--- src/rtl/clock_gate_ctrl.sv ---
// Clock-gate enable controller: one wake/idle FSM per gated domain, a round-robin
// turn-on arbiter with a stagger timer, and a registered debug force-on override.
//
// state  | meaning
// S_OFF  | domain gated, no request seen
// S_PEND | request seen, waiting for a turn-on grant
// S_WAKE | enable high, counting down WAKE_DELAY before ack
// S_ON   | clock running and acknowledged
// S_IDLE | request low, counting down IDLE_TIMEOUT before gating
module clock_gate_ctrl #(
   parameter int NUM_DOMAINS  = 4,
   parameter int WAKE_DELAY   = 2,
   parameter int IDLE_TIMEOUT = 16,
   parameter int STAGGER      = 4
) (
   input  logic                   sys_clk_i,
   input  logic                   sys_reset_n_i,
   input  logic [NUM_DOMAINS-1:0] req_i,
   input  logic                   force_on_i,
   output logic [NUM_DOMAINS-1:0] enable_o,
   output logic [NUM_DOMAINS-1:0] ack_o,
   output logic                   busy_o
);

   localparam int MAX_WS  = (WAKE_DELAY > STAGGER) ? WAKE_DELAY : STAGGER;
   localparam int MAX_CNT = (MAX_WS > IDLE_TIMEOUT) ? MAX_WS : IDLE_TIMEOUT;
   localparam int CNT_W   = $clog2(MAX_CNT + 1);
   localparam int PTR_W   = (NUM_DOMAINS > 1) ? $clog2(NUM_DOMAINS) : 1;

   localparam logic [CNT_W-1:0] WAKE_LD = CNT_W'(WAKE_DELAY);
   localparam logic [CNT_W-1:0] IDLE_LD = CNT_W'(IDLE_TIMEOUT);
   localparam logic [CNT_W-1:0] STG_LD  = CNT_W'(STAGGER - 1);
   localparam logic [CNT_W-1:0] CNT_ONE = CNT_W'(1);

   typedef enum logic [2:0] {
      S_OFF  = 3'd0,
      S_PEND = 3'd1,
      S_WAKE = 3'd2,
      S_ON   = 3'd3,
      S_IDLE = 3'd4
   } dom_state_e;

   dom_state_e             state_q [NUM_DOMAINS];
   dom_state_e             state_d [NUM_DOMAINS];
   logic [CNT_W-1:0]       cnt_q   [NUM_DOMAINS];
   logic [CNT_W-1:0]       cnt_d   [NUM_DOMAINS];
   logic [CNT_W-1:0]       stg_q, stg_d;
   logic [PTR_W-1:0]       ptr_q, ptr_d;
   logic [NUM_DOMAINS-1:0] enable_q, enable_d;
   logic [NUM_DOMAINS-1:0] ack_q, ack_d;
   logic                   busy_q, busy_d;
   logic [NUM_DOMAINS-1:0] eligible;
   logic [NUM_DOMAINS-1:0] grant;
   logic                   grant_vld;
   logic [PTR_W-1:0]       idx;

   // PEND domains whose request already dropped are not offered a grant, so a
   // stagger slot is never spent on a domain that is about to return to OFF.
   always_comb begin
      eligible  = '0;
      grant     = '0;
      grant_vld = 1'b0;
      ptr_d     = ptr_q;
      stg_d     = stg_q;
      idx       = '0;
      for (int i = 0; i < NUM_DOMAINS; i++) begin
         eligible[i] = (state_q[i] == S_PEND) && req_i[i];
      end
      if (stg_q == '0) begin
         for (int off = 0; off < NUM_DOMAINS; off++) begin
            idx = PTR_W'((int'(ptr_q) + off) % NUM_DOMAINS);
            if (!grant_vld && eligible[idx]) begin
               grant[idx] = 1'b1;
               grant_vld  = 1'b1;
               ptr_d      = PTR_W'((int'(idx) + 1) % NUM_DOMAINS);
            end
         end
         if (grant_vld) stg_d = STG_LD;
      end else begin
         stg_d = stg_q - 1'b1;
      end
   end

   always_comb begin
      enable_d = '0;
      ack_d    = '0;
      busy_d   = 1'b0;
      for (int i = 0; i < NUM_DOMAINS; i++) begin
         state_d[i] = state_q[i];
         cnt_d[i]   = cnt_q[i];
         case (state_q[i])
            S_OFF: begin
               if (req_i[i]) state_d[i] = S_PEND;
            end
            S_PEND: begin
               if (!req_i[i]) begin
                  state_d[i] = S_OFF;
               end else if (grant[i]) begin
                  state_d[i] = S_WAKE;
                  cnt_d[i]   = WAKE_LD;
               end
            end
            S_WAKE: begin
               if (cnt_q[i] == CNT_ONE) begin
                  state_d[i] = S_ON;
                  cnt_d[i]   = '0;
               end else begin
                  cnt_d[i] = cnt_q[i] - 1'b1;
               end
            end
            S_ON: begin
               if (!req_i[i]) begin
                  state_d[i] = S_IDLE;
                  cnt_d[i]   = IDLE_LD;
               end
            end
            S_IDLE: begin
               if (req_i[i]) begin
                  state_d[i] = S_ON;
                  cnt_d[i]   = '0;
               end else if (cnt_q[i] == CNT_ONE) begin
                  state_d[i] = S_OFF;
                  cnt_d[i]   = '0;
               end else begin
                  cnt_d[i] = cnt_q[i] - 1'b1;
               end
            end
            default: begin
               state_d[i] = S_OFF;
               cnt_d[i]   = '0;
            end
         endcase
         // Outputs decode the next state so they are flops aligned with the FSM.
         enable_d[i] = (state_d[i] == S_WAKE) || (state_d[i] == S_ON) ||
                       (state_d[i] == S_IDLE);
         ack_d[i]    = (state_d[i] == S_ON) || (state_d[i] == S_IDLE);
         busy_d      = busy_d | (state_d[i] != S_OFF);
      end
      enable_d = enable_d | {NUM_DOMAINS{force_on_i}};
   end

   always_ff @(posedge sys_clk_i) begin
      if (!sys_reset_n_i) begin
         for (int i = 0; i < NUM_DOMAINS; i++) begin
            state_q[i] <= S_OFF;
            cnt_q[i]   <= '0;
         end
         stg_q    <= '0;
         ptr_q    <= '0;
         enable_q <= '0;
         ack_q    <= '0;
         busy_q   <= 1'b0;
      end else begin
         for (int i = 0; i < NUM_DOMAINS; i++) begin
            state_q[i] <= state_d[i];
            cnt_q[i]   <= cnt_d[i];
         end
         stg_q    <= stg_d;
         ptr_q    <= ptr_d;
         enable_q <= enable_d;
         ack_q    <= ack_d;
         busy_q   <= busy_d;
      end
   end

   assign enable_o = enable_q;
   assign ack_o    = ack_q;
   assign busy_o   = busy_q;

endmodule

--- config.mk ---
export PLATFORM = sky130hd
export DESIGN_NAME = clock_gate_ctrl
export DESIGN_NICKNAME = d
export VERILOG_FILES = /design/src/rtl/clock_gate_ctrl.sv
export SDC_FILE = /design/constraint.sdc
export NUM_CORES = 1
export LEC_CHECK = 0
export CORE_MARGIN = 3
export CORE_UTILIZATION = 46
export DETAILED_ROUTE_END_ITERATION = 8
export PLACE_DENSITY = 0.74
export SYNTH_ARGS = -nofsm -noshare
export SYNTH_HDL_FRONTEND = slang
export SYNTH_SLANG_ARGS = --single-unit
--- constraint.sdc ---
create_clock -name sys_clk_i -period 8.2 [get_ports sys_clk_i]
set_input_delay 2.46 -clock sys_clk_i [delete_from_list [all_inputs] [get_ports sys_clk_i]]
set_output_delay 2.46 -clock sys_clk_i [all_outputs]
set_load 0.005 [all_outputs]
# Yosys cells after proc, flatten, opt, wreduce, memory -nomap -nowiden
# Memory sizes are Yosys's and may differ from the RTL's.
# Cells that the tools add are included.
# classes
n_addsub,11
order_cmp,8
eq_ne,33
muxes,104
bitwise,15
n_reduce_logical,37
# op_table
operator,n
$mux W5,26
$pmux W5 S5,4
$mux W3,32
$pmux W3 S5,4
$eq A3 B2 Y1 const B,16
$mux W4,8
$sub A5 B1 Y5 const B,5
$eq A3 B3 Y1 const B,8
$eq A5 B1 Y1 const B,4
$mux W1,18
$or A4 B4 Y4,4
$eq A3 B1 Y1 const B,4
$logic_not A3 Y1,4
$logic_or A1 B1 Y1,12
$lt A2 B3 Y1 const B,4
$reduce_bool A3 Y1,4
$logic_and A1 B1 Y1,11
$or A1 B1 Y1,11
$add A2 B1 Y2 const B,4
$bmux W1 S2,4
$demux W1 S2,4
$ge A2 B1 Y1 const B,4
$mux W2,4
$logic_not A5 Y1,1
5 further kinds,8
# word_totals
regBits,16
mem_bits_rw,32
inputBits,7
output_inout_bits,9
elab_cells,215
n_memories,2
# mem_list
name,depth,word_bits,read_ports,rd_ports_with_merged_regs,wr,line,text
cnt_q,4,5,4,0,4,45,logic [CNT_W-1:0] cnt_q [NUM_DOMAINS];
state_q,4,3,4,0,4,43,dom_state_e state_q [NUM_DOMAINS];

# Depth between registers and ports, before layout
# depth
ltp_word,25
ltp_mapped,12
ltp_nobuf,10

# Worst setup path before layout
# OpenSTA, ideal clock, no wires.
# synth_timing
kind,input to register
start,input req_i[2]
end,"register busy_q, in the netlist busy_o"
setup_ns,0.125
arrival_time_ns,4.537
required_time_ns,8.075
setup_slack_ns,3.538
path_stages,9
n_path_buf,1
path_cell_list,buf_2 > and4bb_4 > mux4_2 > and2_4 > a221oi_2 > a2bb2oi_2 > o311a_1 > nand4_1 > o41a_1
# synth_via
elab_chain_len,24
elab_cells_between_ends,54
classes_between,mux: 37; bitwise: 6; reduce/logical: 11
# synth_rtl
item,line,text
"start, declared",18,"input logic [NUM_DOMAINS-1:0] req_i,"
$logic_and A1 B1 Y1,67,eligible[i] = (state_q[i] == S_PEND) && req_i[i];
$bmux W1 S2,72,if (!grant_vld && eligible[idx]) begin
$mux W1 (not written as such),72,
$mux W1,72,
$mux W1,69,if (stg_q == '0) begin
$logic_not A1 Y1,72,
$logic_and A1 B1 Y1,72,
$mux W1,72,
(+7 left out),-,
$mux W4,72,
$mux W4,69,
$mux W3,98,end else if (grant[i]) begin
$mux W3,96,if (!req_i[i]) begin
$pmux W3 S5,91,case (state_q[i])
$reduce_bool A3 Y1,137,busy_d = busy_d | (state_d[i] != S_OFF);
$or A1 B1 Y1 (2 in a row),137,
$or A1 B1 Y1 *,137,
"end signal, assigned",162,busy_q <= busy_d;
"end, declared",51,"logic busy_q, busy_d;"
# Mark *: on every way between the ends. The rest lies on a longest branch, timed or not. The select of a mux whose other input is x is not followed.
# A chain may end at the register's enable or synchronous reset.

# Final worst setup path
# Ends and elaborated chain as after synthesis.

==> results.sh <==
export IMPL_fin_util_pct=51.3
export IMPL_cts_resized=0
export IMPL_min_path_type="reg -> reg"
export IMPL_insertion_delay_ns=0.31
export IMPL_ys_seq_area_share_pct=29.4
export IMPL_cts_tree="done"
export IMPL_skew_ns=0.0135
export IMPL_crit_type="in -> reg"
export IMPL_p_per_area_nw_per_um2=211
export IMPL_cts_buffers=5
export IMPL_hold_viol_final=0
export IMPL_dieHeight_microns=90.3
export IMPL_root_buffer="clkbuf_8"
export IMPL_outcome="finished clean"
export IMPL_antenna_found_initial=0
export IMPL_yosysTopAreaCell="dfxtp_1"
export IMPL_fin_setup_tns_ns=0
export IMPL_placementRows=30
export IMPL_worst_slew_pin_slew_ns=0.844
export IMPL_wire_per_inst_microns=13.6
export IMPL_setup_slack_ns=3.08
export IMPL_setup_viol=0
export IMPL_area_growth_pct=7.08
export IMPL_ios=16
export IMPL_yosysWarnings=0
export IMPL_ant_nets=0
export IMPL_grt_start_max_net_pins=26
export IMPL_dpl_worst_slack_ns=2.78
export IMPL_drt_drc_violations_left=0
export IMPL_cts_buffer_depth=2
export IMPL_start_util_pct=47.9
export IMPL_startpoint_type="primary input"
export IMPL_max_cap_viol_count=0
export IMPL_cts_setup_buffers=0
export IMPL_leakagePower_nw=1.26
export IMPL_syn_nets=425
export IMPL_relSlewSlack_pct=43.6
export IMPL_synth_cell_types=71
export IMPL_mostFrequentLayoutCells="dfxtp_1, nor2_1, a21oi_1, o21ai_0, nand2_1"
export IMPL_finalCritPeriodShare_pct=62.4
export IMPL_drtIter0Drc=172
export IMPL_gp_congestion=0.859
export IMPL_synth_ff_type="dfxtp_1"
export IMPL_port_buffers=15
export IMPL_synth_cell_area_sq_um=3270
export IMPL_cp_required_ns=8.41
export IMPL_drive_gt1_share_pct=10.1
export IMPL_dp_cells=493
export IMPL_grt_pass1_vias=2517
export IMPL_stdcell_count=501
export IMPL_finalNetCount=427
export IMPL_clock_sinks=48
export IMPL_synth_edf_count=0
export IMPL_yosysTopAreaCellShare_pct=29.4
export IMPL_grt_remaining_overflow=0
export IMPL_period_minus_slack_ns=5.12
export IMPL_layout_commonest_cell="dfxtp_1"
export IMPL_dr_pass1_iters=4
export IMPL_fp_dieW_microns=90.3
export IMPL_finalMaxSlewViolations=0
export IMPL_vdd_drop_max_mv=0.120
export IMPL_regArea_sq_um=961
export IMPL_dp_hpwl_microns=4890
export IMPL_fillCellCount=663
export IMPL_grt_usage_pct=17.0
export IMPL_multi_input_area_sq_um=2080
export IMPL_vias=2815
export IMPL_crit_path_end_kind="register"
export IMPL_syn_inst=402
export IMPL_antenna_cells=0
export IMPL_ys_ff_latch=48
export IMPL_die_area_sq_um=8160
export IMPL_worst_path_max_fanout=11
export IMPL_routed_wl_microns=6810
export IMPL_viasPerCell=5.62
export IMPL_coreArea_sq_um=6830
export IMPL_clkSlewWorstSetupHoldPaths_ns=0.10
export IMPL_fmax_mhz=195
export IMPL_syn_area_per_cell_sq_um=8.14
export IMPL_rsz0062_at_grt="no"
export IMPL_cts_max_level=2
export IMPL_ctsHoldBuffers=0
export IMPL_ys_async_sr_fraction_pct=0
export IMPL_grt_pass1_wl_microns=11700
export IMPL_critPathArrivalTime_ns=5.32
export IMPL_yosys_top_cells_area="dfxtp_1, ha_1, a21oi_1"
worst max-delay path: stages:
cell             delay (ns)
clkdlybuf4s50_1        0.68
nand4bb_1              0.26
mux4_2                 0.57
and2_4                 0.18
a221oi_2               0.26
a2bb2oi_2              0.23
o311a_1                0.18
nand4_1                0.10
o41a_1                 0.41
layer usage:
layer	wire length [microns]	up-vias	GRT usage (%)	share of wire (%)
met2	3060	52	26.1	45
li1	-	1459	-	-
met3	282	9	4.25	4.1
met1	3390	1295	24.0	50
met5	0	-	0	0
met4	76	0	3.95	1.1
worst paths after layout:
| path | startpoint | endpoint | slack (ns) | cells after the start |
|---|---|---|---|---|
| setup / recovery | req_i[2] | busy_o | 3.08 | 9 |
| hold / removal | cnt_q[3][3] | cnt_q[3][3] | 0.48 | 1 |
| setup reg to reg | ptr_q[0] | busy_o | 5.08 | 9 |
| hold reg to reg | cnt_q[3][3] | cnt_q[3][3] | 0.48 | 1 |
cell type report:
| class | count | share of cell area (%) |
|---|---|---|
| timing repair buffer | 15 | 4.29 |
| tap | 96 | 3.43 |
| clock buffer | 5 | 1.96 |
| clock inverter | 3 | 0.679 |
| multi-input combinational | 308 | 59.4 |
| sequential | 48 | 27.4 |
| inverter | 26 | 2.82 |
flip-flops by register name (all words and copies together), names as in the netlist:
| signal | cells |
|---|---|
| cnt_q | 20 |
| state_q | 12 |
| stg_q | 5 |
| ack_o | 4 |
| enable_o | 4 |
| ptr_q | 2 |
| busy_o | 1 |
through the flow:
step	hold WS [ns]	area (sq um)	power (mW)
global placement	0.455	3410	0.586
CTS	0.479	3500	0.745
finish	0.483	3500	0.739
detailed placement	0.460	3410	0.595
global route	0.505	3500	0.795
floorplan	0.432	3270	0.536
power by group:
part	switching [mW]	total, mW	internal [mW]
combinational	0.162	0.297	0.135
sequential	0.0356	0.294	0.259
clock	0.0872	0.148	0.0605
cell families (layout without fill, tap and decap cells):
| family | count (synthesis) | after routing | synth area share [%] |
|---|---|---|---|
| and+or+nand+nor | 152 | 152 | 26.5 |
| AOI/OAI and AO/OA | 129 | 129 | 26.0 |
| DFF | 48 | 48 | 29.4 |
| buffers and inverters | 46 | 49 | 7.04 |
| adders and majority gates | 16 | 16 | 6.12 |
| muxes | 9 | 9 | 4.44 |
| xor gates and xnor gates | 2 | 2 | 0.536 |
Yosys cell counts, types with 4 or more instances:
library cell	instances
dfxtp_1	48
nor2_1	42
a21oi_1	37
o21ai_0	31
nand2_1	27
inv_1	24
ha_1	16
nor3_1	15
a31oi_1	9
and2_1	8
nor2b_1	8
clkbuf_1	7
nand2b_1	7
a211oi_1	6
nand3b_1	6
nand3_1	5
nor4_1	5
a21boi_0	4
buf_2	4
mux2i_1	4
nand4bb_1	4
o21a_1	4
or3b_2	4
Note: power is estimated with default switching activity, not from simulation.
==> edit (config.mk and constraints unchanged) <==
The parameter `IDLE_TIMEOUT` goes from 16 to 64.
--- a/src/rtl/clock_gate_ctrl.sv
+++ b/src/rtl/clock_gate_ctrl.sv
@@ -10,7 +10,7 @@
 module clock_gate_ctrl #(
    parameter int NUM_DOMAINS  = 4,
    parameter int WAKE_DELAY   = 2,
-   parameter int IDLE_TIMEOUT = 16,
+   parameter int IDLE_TIMEOUT = 64,
    parameter int STAGGER      = 4
 ) (
    input  logic                   sys_clk_i,
Check against the original RTL: same outputs for any inputs over 4 cycles, from zero or initial values and one cycle with sys_reset_n_i low; that may be too few to reach the edited logic, so the function may still have changed.
==> edit against the unedited design <==
Worst setup slack worse by 0.052 ns; highest routed layer unchanged; non-clock buffer count increased by 1; wire length increased by 24%; sequential share of layout area grew 0.85 points; sequential cell count grew 10; via count rose by 27%; combinational power rose by 9.8%; final area grew 17%; synthesized area rose by 16%; total power is 21% higher.
==> edit: results <==
# TYPE chip_impl_metric gauge
chip_impl_info{name="timing.critical_path.max_delay_family",value="simple AND/OR/NAND/NOR gates"} 1
chip_impl_metric{name="final_hpwl_dp",unit="mm"} 6.06
chip_impl_metric{name="worst_r2r_path_depth",unit=""} 8
chip_impl_metric{name="power.clock.total",unit="uW"} 220
chip_impl_info{name="synth.top_cells.by_area",value="sky130_fd_sc_hd__dfxtp_1 (31%), sky130_fd_sc_hd__nor2_1 (6.1%), sky130_fd_sc_hd__a21oi_1 (5.8%), sky130_fd_sc_hd__ha_1 (5.3%), sky130_fd_sc_hd__nand2_1 (4.4%)"} 1
chip_impl_metric{name="route.met2.wl",unit="mm"} 3.85
chip_impl_metric{name="tightest_slew",unit="ns"} 0.856
chip_impl_metric{name="dpl.cell_count",unit=""} 582
chip_impl_info{name="timing.hold.worst.start",value="stg_q[6]"} 1
chip_impl_metric{name="drive_gt1_share",unit="%"} 7.29
chip_impl_metric{name="vdd.ir_drop.worst",unit="mV"} 0.172
chip_impl_metric{name="grt_use_total",unit="%"} 18.1
chip_impl_metric{name="drtIter0Drc",unit=""} 329
chip_impl_metric{name="path_clk_slew",unit="ns"} 0.06
chip_impl_info{name="biggestRegsByFlops",value="cnt_q: 28 flops, state_q: 12 flops, stg_q: 7 flops"} 1
chip_impl_metric{name="worstPathMaxFanout",unit=""} 13
chip_impl_metric{name="number_of_optimization_iterations_in_the_first_detailed_route_pass",unit=""} 7
chip_impl_metric{name="synthCells",unit=""} 487
chip_impl_metric{name="power.combinational.total",unit="uW"} 326
chip_impl_metric{name="met3WireLength",unit="um"} 472
chip_impl_info{name="run_status",value="complete, no violations"} 1
chip_impl_metric{name="grt_pass1_wl",unit="mm"} 14.4
chip_impl_metric{name="grt_use_met1",unit="%"} 24.7
chip_impl_metric{name="post_route_hold_slack",unit="ns"} 0.439
chip_impl_metric{name="layout.cells.non_filler",unit=""} 596
chip_impl_metric{name="critical-path-max-stage-delay",unit="ns"} 0.71
chip_impl_metric{name="wirelength",unit="mm"} 8.46
chip_impl_metric{name="synthAdderAreaFrac",unit="%"} 5.29
chip_impl_metric{name="muxShareOfSynthArea",unit="%"} 4.17
chip_impl_metric{name="synthXorXnorAreaFrac",unit="%"} 1.62
chip_impl_metric{name="ctsHtreeMaxLevel",unit=""} 3
chip_impl_metric{name="seq_area_frac_synth",unit="%"} 30.7
chip_impl_metric{name="largest_net_degree_at_the_start_of_global_routing",unit=""} 22
chip_impl_metric{name="timing.clock.skew",unit="ns"} 0.00370
[edit: cell types whose count changed in the layout (fill, tap and decap cells not counted), sizes merged, moves of 5 or more]
cell	delta
nor2	+19
nand2	+17
dfxtp	+10
nand3	+8
a21oi	+6
inv	+6
nor3	+6
a311oi	+5
clkbuf	+5
nor2b	-5
[edit: worst max-delay path by stage]
| stage | startpoint | end | slack (ns) |
|---|---|---|---|
| floorplan | req_i[3] | cnt_q[2][6] | 3.67 |
| global placement | req_i[2] | cnt_q[2][6] | 2.95 |
| detailed placement | req_i[0] | busy_o | 2.78 |
| CTS | req_i[0] | busy_o | 3.13 |
| global route | req_i[2] | busy_o | 2.77 |
| finish | req_i[2] | busy_o | 3.03 |
[edit: cell type report]
type                    instances  area, um2
multi-input cells             376       2390
inverters                      30        113
fillers                       766       3740
clock buffers                  10        138
well taps                     102        128
flip-flops and latches         58       1160
clock inverters                 4       20.0
repair buffers                 16        158
